==> src/rtl/square_fill_ctrl_if.sv <==
// Command handshake from game logic plus the Avalon-MM write port to the pixel buffer.
// The master modport is the fill controller; the slave modport is its environment.
interface square_fill_ctrl_if #(
    parameter int X_W     = 9,
    parameter int Y_W     = 8,
    parameter int COLOR_W = 16
) ();
    logic               cmd_valid;
    logic               cmd_ready;
    logic [X_W-1:0]     cmd_x;
    logic [Y_W-1:0]     cmd_y;
    logic [X_W-1:0]     cmd_w;
    logic [Y_W-1:0]     cmd_h;
    logic [COLOR_W-1:0] cmd_color;

    logic [31:0]        m_address;
    logic               m_write;
    logic [COLOR_W-1:0] m_writedata;
    logic               m_waitrequest;

    modport master (
        input  cmd_valid, cmd_x, cmd_y, cmd_w, cmd_h, cmd_color, m_waitrequest,
        output cmd_ready, m_address, m_write, m_writedata
    );

    modport slave (
        output cmd_valid, cmd_x, cmd_y, cmd_w, cmd_h, cmd_color, m_waitrequest,
        input  cmd_ready, m_address, m_write, m_writedata
    );
endinterface

==> src/rtl/square_fill_ctrl.sv <==
// Turns rectangle-fill commands into one pixel-buffer write per visible pixel,
// walking the rectangle row-major and skipping pixels that fall off screen.
module square_fill_ctrl #(
    parameter int          X_W       = 9,
    parameter int          Y_W       = 8,
    parameter int          SCREEN_W  = 320,
    parameter int          SCREEN_H  = 240,
    parameter int          COLOR_W   = 16,
    parameter logic [31:0] BASE_ADDR = 32'h0000_0000
) (
    input  logic               clk_clk,
    input  logic               reset_reset_n,
    square_fill_ctrl_if.master bus,
    output logic               busy,
    output logic               done
);

    // One extra bit on the cursor so x0+w-1 / y0+h-1 never wrap.
    localparam int XC_W = X_W + 1;
    localparam int YC_W = Y_W + 1;
    localparam logic [XC_W-1:0] SCR_W_C = XC_W'(SCREEN_W);
    localparam logic [YC_W-1:0] SCR_H_C = YC_W'(SCREEN_H);

    typedef enum logic [1:0] {IDLE, DRAW, DONE} state_t;

    state_t             state_q;
    logic [X_W-1:0]     x0_q;
    logic [Y_W-1:0]     y0_q;
    logic [X_W-1:0]     w_q;
    logic [Y_W-1:0]     h_q;
    logic [XC_W-1:0]    cx_q;
    logic [YC_W-1:0]    cy_q;
    logic               m_write_q;
    logic [31:0]        m_address_q;
    logic [COLOR_W-1:0] m_writedata_q;
    logic               busy_q;
    logic               done_q;
    logic               cmd_ready_q;

    logic [XC_W-1:0]    last_x;
    logic [YC_W-1:0]    last_y;
    logic               last_col;
    logic               last_row;
    logic [XC_W-1:0]    cx_d;
    logic [YC_W-1:0]    cy_d;
    logic               advance;
    logic [XC_W-1:0]    cmd_cx;
    logic [YC_W-1:0]    cmd_cy;

    function automatic logic pix_visible(input logic [XC_W-1:0] x, input logic [YC_W-1:0] y);
        return (x < SCR_W_C) && (y < SCR_H_C);
    endfunction

    function automatic logic [31:0] pix_addr(input logic [XC_W-1:0] x, input logic [YC_W-1:0] y);
        return BASE_ADDR + (32'(y) << XC_W) + (32'(x) << 1);
    endfunction

    always_comb begin
        cmd_cx   = XC_W'(bus.cmd_x);
        cmd_cy   = YC_W'(bus.cmd_y);
        last_x   = XC_W'(x0_q) + XC_W'(w_q) - XC_W'(1);
        last_y   = YC_W'(y0_q) + YC_W'(h_q) - YC_W'(1);
        last_col = (cx_q == last_x);
        last_row = (cy_q == last_y);
        cx_d     = last_col ? XC_W'(x0_q) : cx_q + XC_W'(1);
        cy_d     = last_col ? cy_q + YC_W'(1) : cy_q;
        // A visible pixel waits for the slave; a clipped one takes a single cycle.
        advance  = !m_write_q || !bus.m_waitrequest;
    end

    always_ff @(posedge clk_clk or negedge reset_reset_n) begin
        if (!reset_reset_n) begin
            state_q       <= IDLE;
            x0_q          <= '0;
            y0_q          <= '0;
            w_q           <= '0;
            h_q           <= '0;
            cx_q          <= '0;
            cy_q          <= '0;
            m_write_q     <= 1'b0;
            m_address_q   <= '0;
            m_writedata_q <= '0;
            busy_q        <= 1'b0;
            done_q        <= 1'b0;
            cmd_ready_q   <= 1'b1;
        end else begin
            case (state_q)
                IDLE: begin
                    if (bus.cmd_valid && cmd_ready_q) begin
                        x0_q          <= bus.cmd_x;
                        y0_q          <= bus.cmd_y;
                        w_q           <= bus.cmd_w;
                        h_q           <= bus.cmd_h;
                        cx_q          <= cmd_cx;
                        cy_q          <= cmd_cy;
                        m_writedata_q <= bus.cmd_color;
                        cmd_ready_q   <= 1'b0;
                        if (bus.cmd_w == '0 || bus.cmd_h == '0) begin
                            state_q <= DONE;
                            done_q  <= 1'b1;
                        end else begin
                            // Present the first pixel right away so it lands in the next cycle.
                            state_q     <= DRAW;
                            busy_q      <= 1'b1;
                            m_write_q   <= pix_visible(cmd_cx, cmd_cy);
                            m_address_q <= pix_addr(cmd_cx, cmd_cy);
                        end
                    end
                end
                DRAW: begin
                    if (advance) begin
                        if (last_col && last_row) begin
                            state_q   <= DONE;
                            busy_q    <= 1'b0;
                            done_q    <= 1'b1;
                            m_write_q <= 1'b0;
                        end else begin
                            cx_q        <= cx_d;
                            cy_q        <= cy_d;
                            m_write_q   <= pix_visible(cx_d, cy_d);
                            m_address_q <= pix_addr(cx_d, cy_d);
                        end
                    end
                end
                DONE: begin
                    state_q     <= IDLE;
                    done_q      <= 1'b0;
                    cmd_ready_q <= 1'b1;
                end
                default: begin
                    state_q     <= IDLE;
                    m_write_q   <= 1'b0;
                    busy_q      <= 1'b0;
                    done_q      <= 1'b0;
                    cmd_ready_q <= 1'b1;
                end
            endcase
        end
    end

    assign bus.cmd_ready   = cmd_ready_q;
    assign bus.m_write     = m_write_q;
    assign bus.m_address   = m_address_q;
    assign bus.m_writedata = m_writedata_q;
    assign busy            = busy_q;
    assign done            = done_q;

endmodule

==> src/flat_wrapper.sv <==
// flat-port wrapper written by rule: the top's interface ports become plain ports
module square_fill_ctrl_flat 
#(
    parameter int          X_W       = 9,
    parameter int          Y_W       = 8,
    parameter int          SCREEN_W  = 320,
    parameter int          SCREEN_H  = 240,
    parameter int          COLOR_W   = 16,
    parameter logic [31:0] BASE_ADDR = 32'h0000_0000
)
  (clk_clk, reset_reset_n, busy, done, bus_cmd_valid, bus_cmd_x, bus_cmd_y, bus_cmd_w, bus_cmd_h, bus_cmd_color, bus_m_waitrequest, bus_cmd_ready, bus_m_address, bus_m_write, bus_m_writedata);
  square_fill_ctrl_if #(.X_W(X_W), .Y_W(Y_W), .COLOR_W(COLOR_W)) bus_i ();
  input  logic clk_clk;
  input  logic reset_reset_n;
  output logic busy;
  output logic done;
  input wire logic [$bits(bus_i.cmd_valid)-1:0] bus_cmd_valid;
  input wire logic [$bits(bus_i.cmd_x)-1:0] bus_cmd_x;
  input wire logic [$bits(bus_i.cmd_y)-1:0] bus_cmd_y;
  input wire logic [$bits(bus_i.cmd_w)-1:0] bus_cmd_w;
  input wire logic [$bits(bus_i.cmd_h)-1:0] bus_cmd_h;
  input wire logic [$bits(bus_i.cmd_color)-1:0] bus_cmd_color;
  input wire logic [$bits(bus_i.m_waitrequest)-1:0] bus_m_waitrequest;
  output wire logic [$bits(bus_i.cmd_ready)-1:0] bus_cmd_ready;
  output wire logic [$bits(bus_i.m_address)-1:0] bus_m_address;
  output wire logic [$bits(bus_i.m_write)-1:0] bus_m_write;
  output wire logic [$bits(bus_i.m_writedata)-1:0] bus_m_writedata;
  assign bus_i.cmd_valid = bus_cmd_valid;
  assign bus_i.cmd_x = bus_cmd_x;
  assign bus_i.cmd_y = bus_cmd_y;
  assign bus_i.cmd_w = bus_cmd_w;
  assign bus_i.cmd_h = bus_cmd_h;
  assign bus_i.cmd_color = bus_cmd_color;
  assign bus_i.m_waitrequest = bus_m_waitrequest;
  assign bus_cmd_ready = bus_i.cmd_ready;
  assign bus_m_address = bus_i.m_address;
  assign bus_m_write = bus_i.m_write;
  assign bus_m_writedata = bus_i.m_writedata;
  square_fill_ctrl #(.X_W(X_W), .Y_W(Y_W), .SCREEN_W(SCREEN_W), .SCREEN_H(SCREEN_H), .COLOR_W(COLOR_W), .BASE_ADDR(BASE_ADDR)) u_core (.clk_clk(clk_clk), .reset_reset_n(reset_reset_n), .bus(bus_i), .busy(busy), .done(done));
endmodule
==> config.mk <==
export PLATFORM = sky130hd
export DESIGN_NAME = square_fill_ctrl_flat
export DESIGN_NICKNAME = d
export VERILOG_FILES = /design/src/rtl/square_fill_ctrl_if.sv /design/src/rtl/square_fill_ctrl.sv /design/src/flat_wrapper.sv
export SDC_FILE = /design/constraint.sdc
export NUM_CORES = 1
export LEC_CHECK = 0
export CAP_MARGIN = 0
export CELL_PAD_IN_SITES_DETAIL_PLACEMENT = 0
export CELL_PAD_IN_SITES_GLOBAL_PLACEMENT = 1
export CORE_UTILIZATION = 45
export CTS_BUF_LIST = sky130_fd_sc_hd__clkbuf_8
export DETAILED_ROUTE_END_ITERATION = 8
export PLACE_DENSITY_LB_ADDON = 0.1
export SYNTH_ARGS = -nofsm -noshare
export SYNTH_HDL_FRONTEND = slang
export SYNTH_SLANG_ARGS = --single-unit
==> constraint.sdc <==
create_clock -name clk_clk -period 12.6 [get_ports clk_clk]
set_input_delay 1.26 -clock clk_clk [delete_from_list [all_inputs] [get_ports clk_clk]]
set_output_delay 1.26 -clock clk_clk [all_outputs]
set_load 0.05 [all_outputs]
==> flow_metrics.py <==
metrics = {
    "status": {
        "status": "finished, final reports clean",
    },
    "clock_network": {
        "cts_root_buf": "clkbuf_8",
        "post_cts_resized": 0,
        "cts_sinks": 94,
        "cts.htree.levels": 3,
        "postCtsSetupBuffers": 0,
        "clkSlewWorstSetupHoldPaths_ps": 100,
        "hold_buffers": 0,
        "clkLatencyLatePin_ps": 390,
        "cts_tree": "done",
        "numCtsBuffers": 9,
        "clock_path_buffers": 2,
    },
    "pwr": {
        "power_uw": 556,
        "power_density_nw_per_um2": 78.1,
        "p_leak_uw": 0.00313,
        "ir_worst_vdd_uv": 49.9,
    },
    "grt": {
        "antenna_found_initial": 0,
        "global_route.overflow_total": 0,
        "met2_usage_pct": 41.2,
        "grtUsageMet3_pct": 3.96,
        "grt_max_degree": 62,
        "grt_use_total_pct": 22.8,
        "top_usage_layer": "met2",
        "grt_pass1_vias": 4756,
        "met1_usage_pct": 26.9,
        "grt_pass1_wl_um": 23400,
    },
    "timing": {
        "fin_skew_ps": 10.5,
        "finalCriticalPeriod_ps": 4490,
        "setup-violations-final": 0,
        "max_freq_ghz": 0.223,
        "tns_ps": 0,
        "rsz0062_at_grt": "false",
        "post-route-period-util_pct": 35.6,
        "timing_max_transition_violations_final": 0,
        "timing.slew.headroom_pct": 27.1,
        "hold_violations": 0,
        "worst_slew_pin_slew_ps": 1090,
    },
    "critical_path": {
        "start_kind": "flip-flop",
        "crit_fanout": 13,
        "cp.arrival_ps": 4720,
        "crit_end": "u_core.bus.m_address[16]$_DFFE_PN0P_",
        "crit-reg2reg-capture": "u_core.bus.m_address[16]$_DFFE_PN0P_",
        "cp-end-kind": "flip-flop",
        "startpoint": "u_core.x0_q[1]$_DFFE_PN0P_",
        "crit_type": "flip-flop to flip-flop",
        "rr_startpoint": "u_core.x0_q[1]$_DFFE_PN0P_",
        "worstRegToRegCells": 17,
        "reg2reg_slack_ps": 8110,
        "required_ps": 12830,
    },
    "cells_and_area": {
        "multi_input_area_um2": 3100,
        "ff_latch_area_um2": 2350,
        "layout-drive-gt1-share_pct": 9.39,
        "layout.nets": 822,
        "area_growth_pct": 19.3,
        "diodes": 0,
        "nFillCells": 1153,
    },
    "placed_design": {
        "port_buffers": 92,
        "gp_congestion": 0.857,
        "post-dp-hpwl_um": 11000,
    },
    "floorplanning": {
        "core_area_um2": 12800,
        "ios": 106,
        "start_util_pct": 46.7,
        "die_width_um": 117,
        "die_h_um": 117,
        "die_area_um2": 13700,
        "rows": 41,
    },
    "synthesis": {
        "synth_edf_count": 0,
        "ys_warn_count": 0,
        "synthDistinctLibCells": 57,
        "ys_ff_latch": 94,
        "synthFlopType": "dfrtp_1",
        "postSynthCellCount": 658,
        "seq_area_frac_synth_pct": 39.4,
        "async_reset_ff_share_pct": 100,
        "syn_area_um2": 5970,
        "syn_avg_cell_area_um2": 9.07,
    },
    "detailed_routing": {
        "drt_iter0_markers": 242,
        "drcViolationCount": 0,
        "wl_per_cell_um": 16.1,
        "drtAntennaViolNets": 0,
        "viasPerCell": 5.19,
        "drt-pass1-iter-count": 4,
        "drt_wl_total_um": 14600,
        "num_vias": 4705,
    },
    "hold_path": {
        "hp-class": "flip-flop to flip-flop",
    },
    "job": {
        "drv_cap": 0,
    },
}
[cell usage in the layout, fill, tap and decap left out, drive strengths merged, types with 3 or more instances in the layout]
cell type,count
a211o,3
a211oi,4
a21o,6
a21oi,33
a31oi,11
and2,4
and3,4
buf,6
clkbuf,11
clkdlybuf4s50,91
conb,13
dfrtp,93
ha,36
inv,78
mux2,37
nand2,68
nand2b,5
nand3,18
nand4,11
nor2,34
nor3,7
nor4,12
o21a,4
o21ai,59
o31ai,3
or3,4
xnor2,30
xor2,17
[area by class of cell]
class	instances	area share, %
clock buffers	11	2.13
clock inverters	5	0.826
inverters	77	4.06
multi-input cells	451	43.5
flip-flops and latches	94	33.0
well taps	172	3.02
repair buffers	97	13.4
[per-layer routing]
layer | vias to the layer above | wire length [um]
met5 | - | 0
met4 | 0 | 302
li1 | 2353 | -
met3 | 20 | 405
met2 | 67 | 7650
met1 | 2265 | 6220
[cell usage after synthesis (3+ instances only)]
library cell | count | area share [%]
a211o_1 | 3 | 0.44
a21oi_1 | 33 | 2.8
o21ai_0 | 59 | 4.9
ha_1 | 36 | 7.5
and2_1 | 4 | 0.42
nand2_1 | 68 | 4.3
and3_1 | 4 | 0.42
nor3_1 | 5 | 0.42
o21a_1 | 4 | 0.50
buf_2 | 3 | 0.25
a211oi_1 | 3 | 0.38
xor2_1 | 17 | 2.5
nand3_1 | 18 | 1.5
buf_4 | 19 | 2.4
inv_1 | 77 | 4.8
nand4_1 | 10 | 1.0
buf_6 | 3 | 0.57
nor4_1 | 12 | 1.3
xnor2_1 | 29 | 4.3
nor2_1 | 34 | 2.1
mux2_2 | 37 | 7.0
o31ai_1 | 3 | 0.38
dfrtp_1 | 93 | 39
or3_1 | 3 | 0.31
nand2b_1 | 5 | 0.52
a31oi_1 | 10 | 1.0
a21o_1 | 6 | 0.75
clkbuf_1 | 22 | 1.4
[cell families (layout without fill, tap and decap cells)]
kind of cell             Yosys count  after routing  synth area share, %
XOR/XNOR                          47             47                 7.02
adder cells (fa/ha/maj)           38             38                 8.22
flip-flops                        94             94                 39.4
AO/OA/AOI/OAI                    140            140                 14.3
buffers and inverters            125            190                 9.52
multiplexers                      39             39                 7.32
AND/OR/NAND/NOR                  174            174                 14.2
other                              1             13               0.0628
[critical path: stages, from the launching register on]
cell	delay [ps]
dfrtp_1	360
inv_1	50
ha_1	260
inv_1	40
ha_1	210
fa_1	450
xor2_1	170
nor4_1	330
nand4_2	330
or3_4	570
xnor2_1	190
ha_1	240
ha_1	250
nand2_1	70
mux2_2	290
nor3_1	240
xor2_1	170
o221ai_1	110
[sequential cells by signal (all words and copies together), names as in the netlist, 2 cells and up]
register / flops
u_core.cy_q: 9
u_core.w_q: 9
u_core.h_q: 8
u_core.cx_q: 10
u_core.y0_q: 8
u_core.bus.m_address: 19
u_core.bus.m_writedata: 16
u_core.state_q: 2
u_core.x0_q: 9
[where the power goes]
part	internal (uW)	switching [uW]	leakage, uW	total (uW)
logic	15.1	20.2	0.00196	35.3
clock network	103	117	0.000107	220
registers	301	0	0.00106	301
[metrics by stage]
stage / hold WS (ps) / setup slack (ps) / area, um2 / utilization (%) / cells
after floorplan: 507 / 8480 / 6010 / - / 670
after global placement: 488 / 8230 / 6910 / 54.1 / 891
after detailed placement: 495 / 8160 / 6910 / 54.1 / 891
after CTS: 517 / 8120 / 7120 / 55.8 / 907
after global routing: 533 / 7730 / 7120 / 55.8 / 907
final: 514 / 8110 / 7120 / 55.8 / 907
[worst min path at each step]
stage / startpoint / end / cells past startpoint
final: u_core.bus.m_address[6]$_DFFE_PN0P_ / u_core.bus.m_address[6]$_DFFE_PN0P_ / 1
after global routing: u_core.bus.m_address[6]$_DFFE_PN0P_ / u_core.bus.m_address[6]$_DFFE_PN0P_ / 1
after CTS: u_core.bus.m_address[6]$_DFFE_PN0P_ / u_core.bus.m_address[6]$_DFFE_PN0P_ / 1
after detailed placement: u_core.bus.m_address[6]$_DFFE_PN0P_ / u_core.bus.m_address[6]$_DFFE_PN0P_ / 1
after global placement: u_core.bus.m_address[19]$_DFFE_PN0P_ / u_core.bus.m_address[19]$_DFFE_PN0P_ / 2
after floorplan: u_core.y0_q[0]$_DFFE_PN0P_ / u_core.y0_q[0]$_DFFE_PN0P_ / 2
Power figures use the tool's default switching activity.
